<file path="src/rtl/vgachargen_pkg.sv">
// Shared constants and types for the vgachargen character console front end:
// grid defaults, ASCII control codes, and FSM/cursor-operation enums.
package vgachargen_pkg;

  localparam int COLS_DEFAULT   = 80;
  localparam int ROWS_DEFAULT   = 30;
  localparam int CHAR_MAP_WORDS = COLS_DEFAULT * ROWS_DEFAULT / 4;

  localparam logic [7:0] ASCII_BS    = 8'h08;
  localparam logic [7:0] ASCII_LF    = 8'h0A;
  localparam logic [7:0] ASCII_FF    = 8'h0C;
  localparam logic [7:0] ASCII_CR    = 8'h0D;
  localparam logic [7:0] ASCII_SPACE = 8'h20;
  localparam logic [7:0] ASCII_TILDE = 8'h7E;

  typedef enum logic {ST_IDLE, ST_CLEAR} console_state_t;

  typedef enum logic [2:0] {
    CUR_NONE,
    CUR_ADVANCE,
    CUR_NEWLINE,
    CUR_RETURN,
    CUR_BACK,
    CUR_HOME
  } cursor_op_t;

  // Byte lane of a linear character index within its 32-bit char_map word.
  function automatic logic [3:0] lane_enable(input logic [11:0] lin);
    return 4'b0001 << lin[1:0];
  endfunction

endpackage

</file>
<file path="src/rtl/vgachargen_cursor.sv">
// Text cursor for the console: row/column counters with advance, newline,
// carriage return, backspace and home; also exposes the linear cell index.
module vgachargen_cursor
  import vgachargen_pkg::*;
#(
  parameter int COLS = COLS_DEFAULT,
  parameter int ROWS = ROWS_DEFAULT
) (
  input  logic        clk_i,
  input  logic        rst_i,
  input  cursor_op_t  op_i,
  output logic [6:0]  col_o,
  output logic [4:0]  row_o,
  output logic [11:0] lin_o
);

  logic [6:0] col_q, col_d;
  logic [4:0] row_q, row_d;
  logic [4:0] row_next;

  // No scrolling: the bottom row wraps to the top.
  assign row_next = (row_q == 5'(ROWS - 1)) ? 5'd0 : row_q + 5'd1;

  always_comb begin
    col_d = col_q;
    row_d = row_q;
    case (op_i)
      CUR_ADVANCE: begin
        if (col_q == 7'(COLS - 1)) begin
          col_d = 7'd0;
          row_d = row_next;
        end else begin
          col_d = col_q + 7'd1;
        end
      end
      CUR_NEWLINE: begin
        col_d = 7'd0;
        row_d = row_next;
      end
      CUR_RETURN: col_d = 7'd0;
      CUR_BACK:   if (col_q != 7'd0) col_d = col_q - 7'd1;
      CUR_HOME: begin
        col_d = 7'd0;
        row_d = 5'd0;
      end
      default: ;
    endcase
  end

  always_ff @(posedge clk_i) begin
    if (rst_i) begin
      col_q <= 7'd0;
      row_q <= 5'd0;
    end else begin
      col_q <= col_d;
      row_q <= row_d;
    end
  end

  assign col_o = col_q;
  assign row_o = row_q;
  assign lin_o = {7'd0, row_q} * 12'(COLS) + {5'd0, col_q};

endmodule

</file>
<file path="src/rtl/vgachargen_console.sv">
// ASCII stream to char_map write port, with CR/LF/BS/FF handling.
// Optional VGACHARGEN_CONSOLE_COLOR_EN adds a parallel col_map write port.
//   state    | meaning
//   ST_IDLE  | accepting bytes, one per cycle
//   ST_CLEAR | sweeping spaces over every char_map word, input stalled
module vgachargen_console
  import vgachargen_pkg::*;
#(
  parameter int COLS   = COLS_DEFAULT,
  parameter int ROWS   = ROWS_DEFAULT,
  parameter int MAP_AW = 10
) (
  input  logic              clk_i,
  input  logic              rst_i,
  input  logic              char_valid_i,
  input  logic [7:0]        char_data_i,
  output logic              char_ready_o,
  output logic [MAP_AW-1:0] char_map_addr_o,
  output logic              char_map_we_o,
  output logic [3:0]        char_map_be_o,
  output logic [31:0]       char_map_wdata_o,
`ifdef VGACHARGEN_CONSOLE_COLOR_EN
  input  logic [7:0]        color_i,
  output logic [MAP_AW-1:0] col_map_addr_o,
  output logic              col_map_we_o,
  output logic [3:0]        col_map_be_o,
  output logic [31:0]       col_map_wdata_o,
`endif
  output logic [6:0]        cursor_col_o,
  output logic [4:0]        cursor_row_o,
  output logic              busy_o
);

  localparam int WORDS = COLS * ROWS / 4;
  localparam logic [MAP_AW-1:0] LAST_WORD = MAP_AW'(WORDS - 1);

  console_state_t    state_q, state_d;
  logic              we_q, we_d;
  logic [MAP_AW-1:0] addr_q, addr_d;
  logic [3:0]        be_q, be_d;
  logic [31:0]       wdata_q, wdata_d;
  cursor_op_t        op;
  logic [11:0]       lin, lin_bs;
  logic [6:0]        col;
  logic [4:0]        row;

  vgachargen_cursor #(.COLS(COLS), .ROWS(ROWS)) u_cursor (
    .clk_i (clk_i),
    .rst_i (rst_i),
    .op_i  (op),
    .col_o (col),
    .row_o (row),
    .lin_o (lin)
  );

  assign lin_bs = lin - 12'd1;

  always_comb begin
    state_d = state_q;
    we_d    = 1'b0;
    addr_d  = addr_q;
    be_d    = be_q;
    wdata_d = wdata_q;
    op      = CUR_NONE;
    case (state_q)
      ST_IDLE: begin
        if (char_valid_i) begin
          if (char_data_i >= ASCII_SPACE && char_data_i <= ASCII_TILDE) begin
            we_d    = 1'b1;
            addr_d  = MAP_AW'(lin[11:2]);
            be_d    = lane_enable(lin);
            wdata_d = {4{char_data_i}};
            op      = CUR_ADVANCE;
          end else begin
            case (char_data_i)
              ASCII_LF: op = CUR_NEWLINE;
              ASCII_CR: op = CUR_RETURN;
              ASCII_BS: begin
                // Backspace at column 0 is a no-op; it never climbs rows.
                if (col != 7'd0) begin
                  we_d    = 1'b1;
                  addr_d  = MAP_AW'(lin_bs[11:2]);
                  be_d    = lane_enable(lin_bs);
                  wdata_d = {4{ASCII_SPACE}};
                  op      = CUR_BACK;
                end
              end
              ASCII_FF: begin
                state_d = ST_CLEAR;
                we_d    = 1'b1;
                addr_d  = '0;
                be_d    = 4'hF;
                wdata_d = {4{ASCII_SPACE}};
              end
              default: ;
            endcase
          end
        end
      end
      ST_CLEAR: begin
        if (addr_q == LAST_WORD) begin
          state_d = ST_IDLE;
          op      = CUR_HOME;
        end else begin
          we_d   = 1'b1;
          addr_d = addr_q + MAP_AW'(1);
        end
      end
      default: state_d = ST_IDLE;
    endcase
  end

  always_ff @(posedge clk_i) begin
    if (rst_i) begin
      state_q <= ST_IDLE;
      we_q    <= 1'b0;
      addr_q  <= '0;
      be_q    <= 4'h0;
      wdata_q <= 32'h0;
    end else begin
      state_q <= state_d;
      we_q    <= we_d;
      addr_q  <= addr_d;
      be_q    <= be_d;
      wdata_q <= wdata_d;
    end
  end

`ifdef VGACHARGEN_CONSOLE_COLOR_EN
  logic [7:0]  color_q, color_d;
  logic [31:0] cwdata_q, cwdata_d;
  logic        accept;

  assign accept = char_valid_i && (state_q == ST_IDLE);

  // The accepting byte's own color is used for its write; the sweep reuses
  // the color captured with FF.
  always_comb begin
    color_d  = accept ? color_i : color_q;
    cwdata_d = cwdata_q;
    if (we_d) cwdata_d = {4{color_d}};
  end

  always_ff @(posedge clk_i) begin
    if (rst_i) begin
      color_q  <= 8'h0;
      cwdata_q <= 32'h0;
    end else begin
      color_q  <= color_d;
      cwdata_q <= cwdata_d;
    end
  end

  assign col_map_addr_o  = addr_q;
  assign col_map_we_o    = we_q;
  assign col_map_be_o    = be_q;
  assign col_map_wdata_o = cwdata_q;
`endif

  assign char_ready_o     = (state_q == ST_IDLE);
  assign busy_o           = (state_q == ST_CLEAR);
  assign char_map_addr_o  = addr_q;
  assign char_map_we_o    = we_q;
  assign char_map_be_o    = be_q;
  assign char_map_wdata_o = wdata_q;
  assign cursor_col_o     = col;
  assign cursor_row_o     = row;

endmodule

</file>
<file path="config.mk">
export PLATFORM = sky130hd
export DESIGN_NAME = vgachargen_console
export DESIGN_NICKNAME = d
export VERILOG_FILES = /design/src/rtl/vgachargen_pkg.sv /design/src/rtl/vgachargen_cursor.sv /design/src/rtl/vgachargen_console.sv
export SDC_FILE = /design/constraint.sdc
export NUM_CORES = 1
export LEC_CHECK = 0
export CORE_MARGIN = 4
export CORE_UTILIZATION = 51
export CTS_BUF_LIST = sky130_fd_sc_hd__clkbuf_4 sky130_fd_sc_hd__clkbuf_8
export DETAILED_ROUTE_END_ITERATION = 16
export GPL_TIMING_DRIVEN = 1
export PLACE_DENSITY_LB_ADDON = 0.08
export SYNTH_ARGS = -nofsm -noshare
export SYNTH_HDL_FRONTEND = slang
export SYNTH_HIERARCHICAL = 1
export SYNTH_SLANG_ARGS = --single-unit
</file>
<file path="constraint.sdc">
create_clock -name clk_i -period 3.3 [get_ports clk_i]
set_input_delay 0.825 -clock clk_i [delete_from_list [all_inputs] [get_ports clk_i]]
set_output_delay 0.825 -clock clk_i [all_outputs]
set_load 0.01 [all_outputs]
</file>
==> metrics.txt <==
Reg2Reg Capture Point char_map_addr_o[7]$_SDFFE_PP0P_; Final Wtd Congestion 0.902; Boundary Pins between 70 and 80; final worst path period need 3040 ps; Post-Synth Simple-Gate Area around 25%; register area share after synthesis approximately 25%; Final Setup Violations 0; Syn Std Cell Area roughly 2900 µm²; Detailed Place HPWL about 5.9 mm; FP Rows 27; CTS H-tree depth 2; FF+latch count, synth 36; vias 2963; Routed Antenna Nets 0; Reg2Reg Setup Slack 330 ps; Max Cap Violations 0; cts hold-fix bufs 0; XOR/XNOR share of the synthesized area under 10%; critical path capture point type flop; EDFF count, synth 0; core area 5510 µm²; fin worst setup slack ~260 ps; Worst Hold Class reg2reg; die area 6940 µm²; Synth Flop Type dfxtp_1; post_cts resized 0; Slew Viols, Final 0; hold depth 2; vias per std cell roughly 6; Power, Total between 1 and 1.5 mW; Synth Area in Compound Gates between 20% and 30%; GRT Resource Usage Total 22.4%; R2R depth 10; worst path arrival time around 3200 ps; worst path required time 3480 ps; yosys warns 6; Vert. Die Dim around 83 µm; initial antenna violation count 0; count of nets after finishing 453; PwrDens about 330 nW/µm²; slew margin rel. between 60% and 70%; ANT cells 0; Root Buffer clkbuf_8; Initial DRC Count between 150 and 200; Synth Area in Adders under 10%; setup bufs post-CTS 0; largest net degree at the start of global routing 15; CP Max Fanout 6; status finished, final reports clean; Hold Path End char_map_wdata_o[30]$_SDFFE_PP0P_; RSZ-0062 raised after global routing no; number of global-route vias before repair around 2800; FF-to-FF Start u_cursor/col_o[5]$_SDFFE_PP0P_; Async S/R FF share, synth 0%; P_leak about 1.5 nW; Die Span X 83.3 µm; HP Start char_map_wdata_o[30]$_SDFFE_PP0P_; Setup TNS Final 0 ps; Synth cell types 69; TritonRoute pass-1 iters 5; CTS sink cnt 36; first-pass GRT wire length around 13 mm; clock network latency to the later pin of the worst-skew pair roughly 300 ps; Worst-path clk slew about 80 ps; Net Count, Synth approximately 380; Tcrit/Tclk final between 90% and 100%; DRC Markers 0; Longest Clk Path Bufs 2; CTS Buf Count 5; VDD IR-drop max between 150 and 200 µV; pre-CTS setup slack roughly 11 ps; Post-Syn Instances 355; Hold Violations, Final 0; final WL roughly 8 mm; P&R area growth vs syn 32.2%; crit start category primary input; multiplexer share of the synthesized area less than 1%; largest family of logic cells by synthesized area compound AO/OA/AOI/OAI gates; layout cells sized above 1 ~15%; syn_area_per_cell between 8 and 9 µm²; Worst-Margin Slew roughly 560 ps; CTS tree yes; Initial Util 52.5%; Worst Setup Path Type in2reg; f_max 329 MHz; WL/cell ~16 µm; IO buf count slightly above 70; GR Overflow Total 0; Worst Skew about 6.5 ps
-- synthesized netlist by cell type, types with 4 or more instances --
cell type	number	share of area (%)
xnor2_1	8	2.4
a211oi_1	4	1.0
nand4_1	4	0.86
nand2_1	27	3.5
a21oi_1	18	3.1
nand3_1	14	2.4
o32ai_1	12	3.6
clkbuf_1	4	0.52
o21ai_0	11	1.9
buf_4	28	7.3
ha_1	14	6.1
inv_1	17	2.2
o21ai_2	4	1.2
nor3_1	7	1.2
and3_1	4	0.86
xor2_1	7	2.1
o22ai_1	4	0.86
a22oi_1	5	1.3
nor2b_1	4	0.86
dfxtp_1	36	25
or3_1	6	1.3
nor2_1	33	4.3
o21a_1	7	1.8
-- cell families (layout without fill, tap and decap cells) --
group	Yosys count	count (layout)
DFF	36	36
adders and majority gates	16	16
buffers and inverters	57	129
AOI/OAI and AO/OA	100	100
and+or+nand+nor	129	129
muxes	2	2
xor gates and xnor gates	15	15
-- layout make-up --
class	count	area (µm²)
well taps	72	90.1
multi-input cells	262	1840
inverters	18	67.6
flip-flops and latches	36	721
clock inverters	3	90.1
fillers	450	1680
repair buffers	103	951
clock buffers	5	68.8
-- worst max-delay path by stage --
stage	startpoint	to	slack [ps]	cells past startpoint
global route	char_data_i[7]	u_cursor/col_o[3]$_SDFFE_PP0P_	20	11
finish	char_data_i[7]	u_cursor/row_o[4]$_SDFFE_PP0P_	260	10
floorplan	char_data_i[5]	u_cursor/col_o[3]$_SDFFE_PP0P_	290	9
CTS	char_data_i[5]	u_cursor/row_o[4]$_SDFFE_PP0P_	280	10
detailed placement	char_data_i[5]	u_cursor/row_o[4]$_SDFFE_PP0P_	10	10
global placement	char_data_i[5]	u_cursor/row_o[3]$_SDFFE_PP0P_	40	10
-- cell usage in the layout (no fill, tap or decap), types with 4 or more instances in the layout --
cell / count
clkdlybuf4s50_1: 71
dfxtp_1: 36
nor2_1: 33
buf_4: 32
nand2_1: 27
a21oi_1: 18
inv_1: 17
nand3_1: 14
ha_1: 14
o32ai_1: 12
o21ai_0: 11
xnor2_1: 8
nor3_1: 7
o21a_1: 7
xor2_1: 7
or3_1: 6
a22oi_1: 5
clkbuf_8: 5
nor2b_1: 4
o21ai_2: 4
nand4_1: 4
and3_1: 4
a211oi_1: 4
o22ai_1: 4
-- stage by stage --
| step | std cells | area, µm² | hold WS (ps) | utilization, % |
|---|---|---|---|---|
| floorplan | 355 | 2890 | 494 | - |
| global placement | 491 | 3660 | 477 | 66.4 |
| detailed placement | 491 | 3660 | 488 | 66.4 |
| CTS | 499 | 3810 | 499 | 69.3 |
| global route | 499 | 3820 | 530 | 69.4 |
| finish | 499 | 3820 | 496 | 69.4 |
-- per-layer routing --
layer | share of wire [%] | track usage (%) | vias to the layer above
met5 | 0 | 0 | -
met4 | 1.4 | 6.84 | 0
met3 | 6.0 | 5.75 | 12
met2 | 49 | 38.8 | 119
met1 | 44 | 27.1 | 1400
li1 | - | - | 1432
-- where the power goes --
group | total, mW | internal [mW] | leakage, nW | switching (mW)
sequential | 0.469 | 0.451 | 0.293 | 0.0181
clock | 0.555 | 0.378 | 0.0784 | 0.177
combinational | 0.252 | 0.126 | 1.12 | 0.126
-- worst max-delay path, cell delays in order --
cell and delay [ps]:
clkdlybuf4s50_1 460, nor4_4 360, nand2_1 120, nor3_1 290, or2b_2 380, buf_4 150
o22ai_1 160, buf_4 180, a21boi_0 190, o32ai_1 100
-- sequential cells by signal, summed over array words and instances (netlist names) --
signal	count
busy_o	1
char_map_addr_o	10
char_map_be_o	4
char_map_wdata_o	8
char_map_we_o	1
u_cursor/col_o	7
u_cursor/row_o	5
Power figures use the tool's default switching activity.
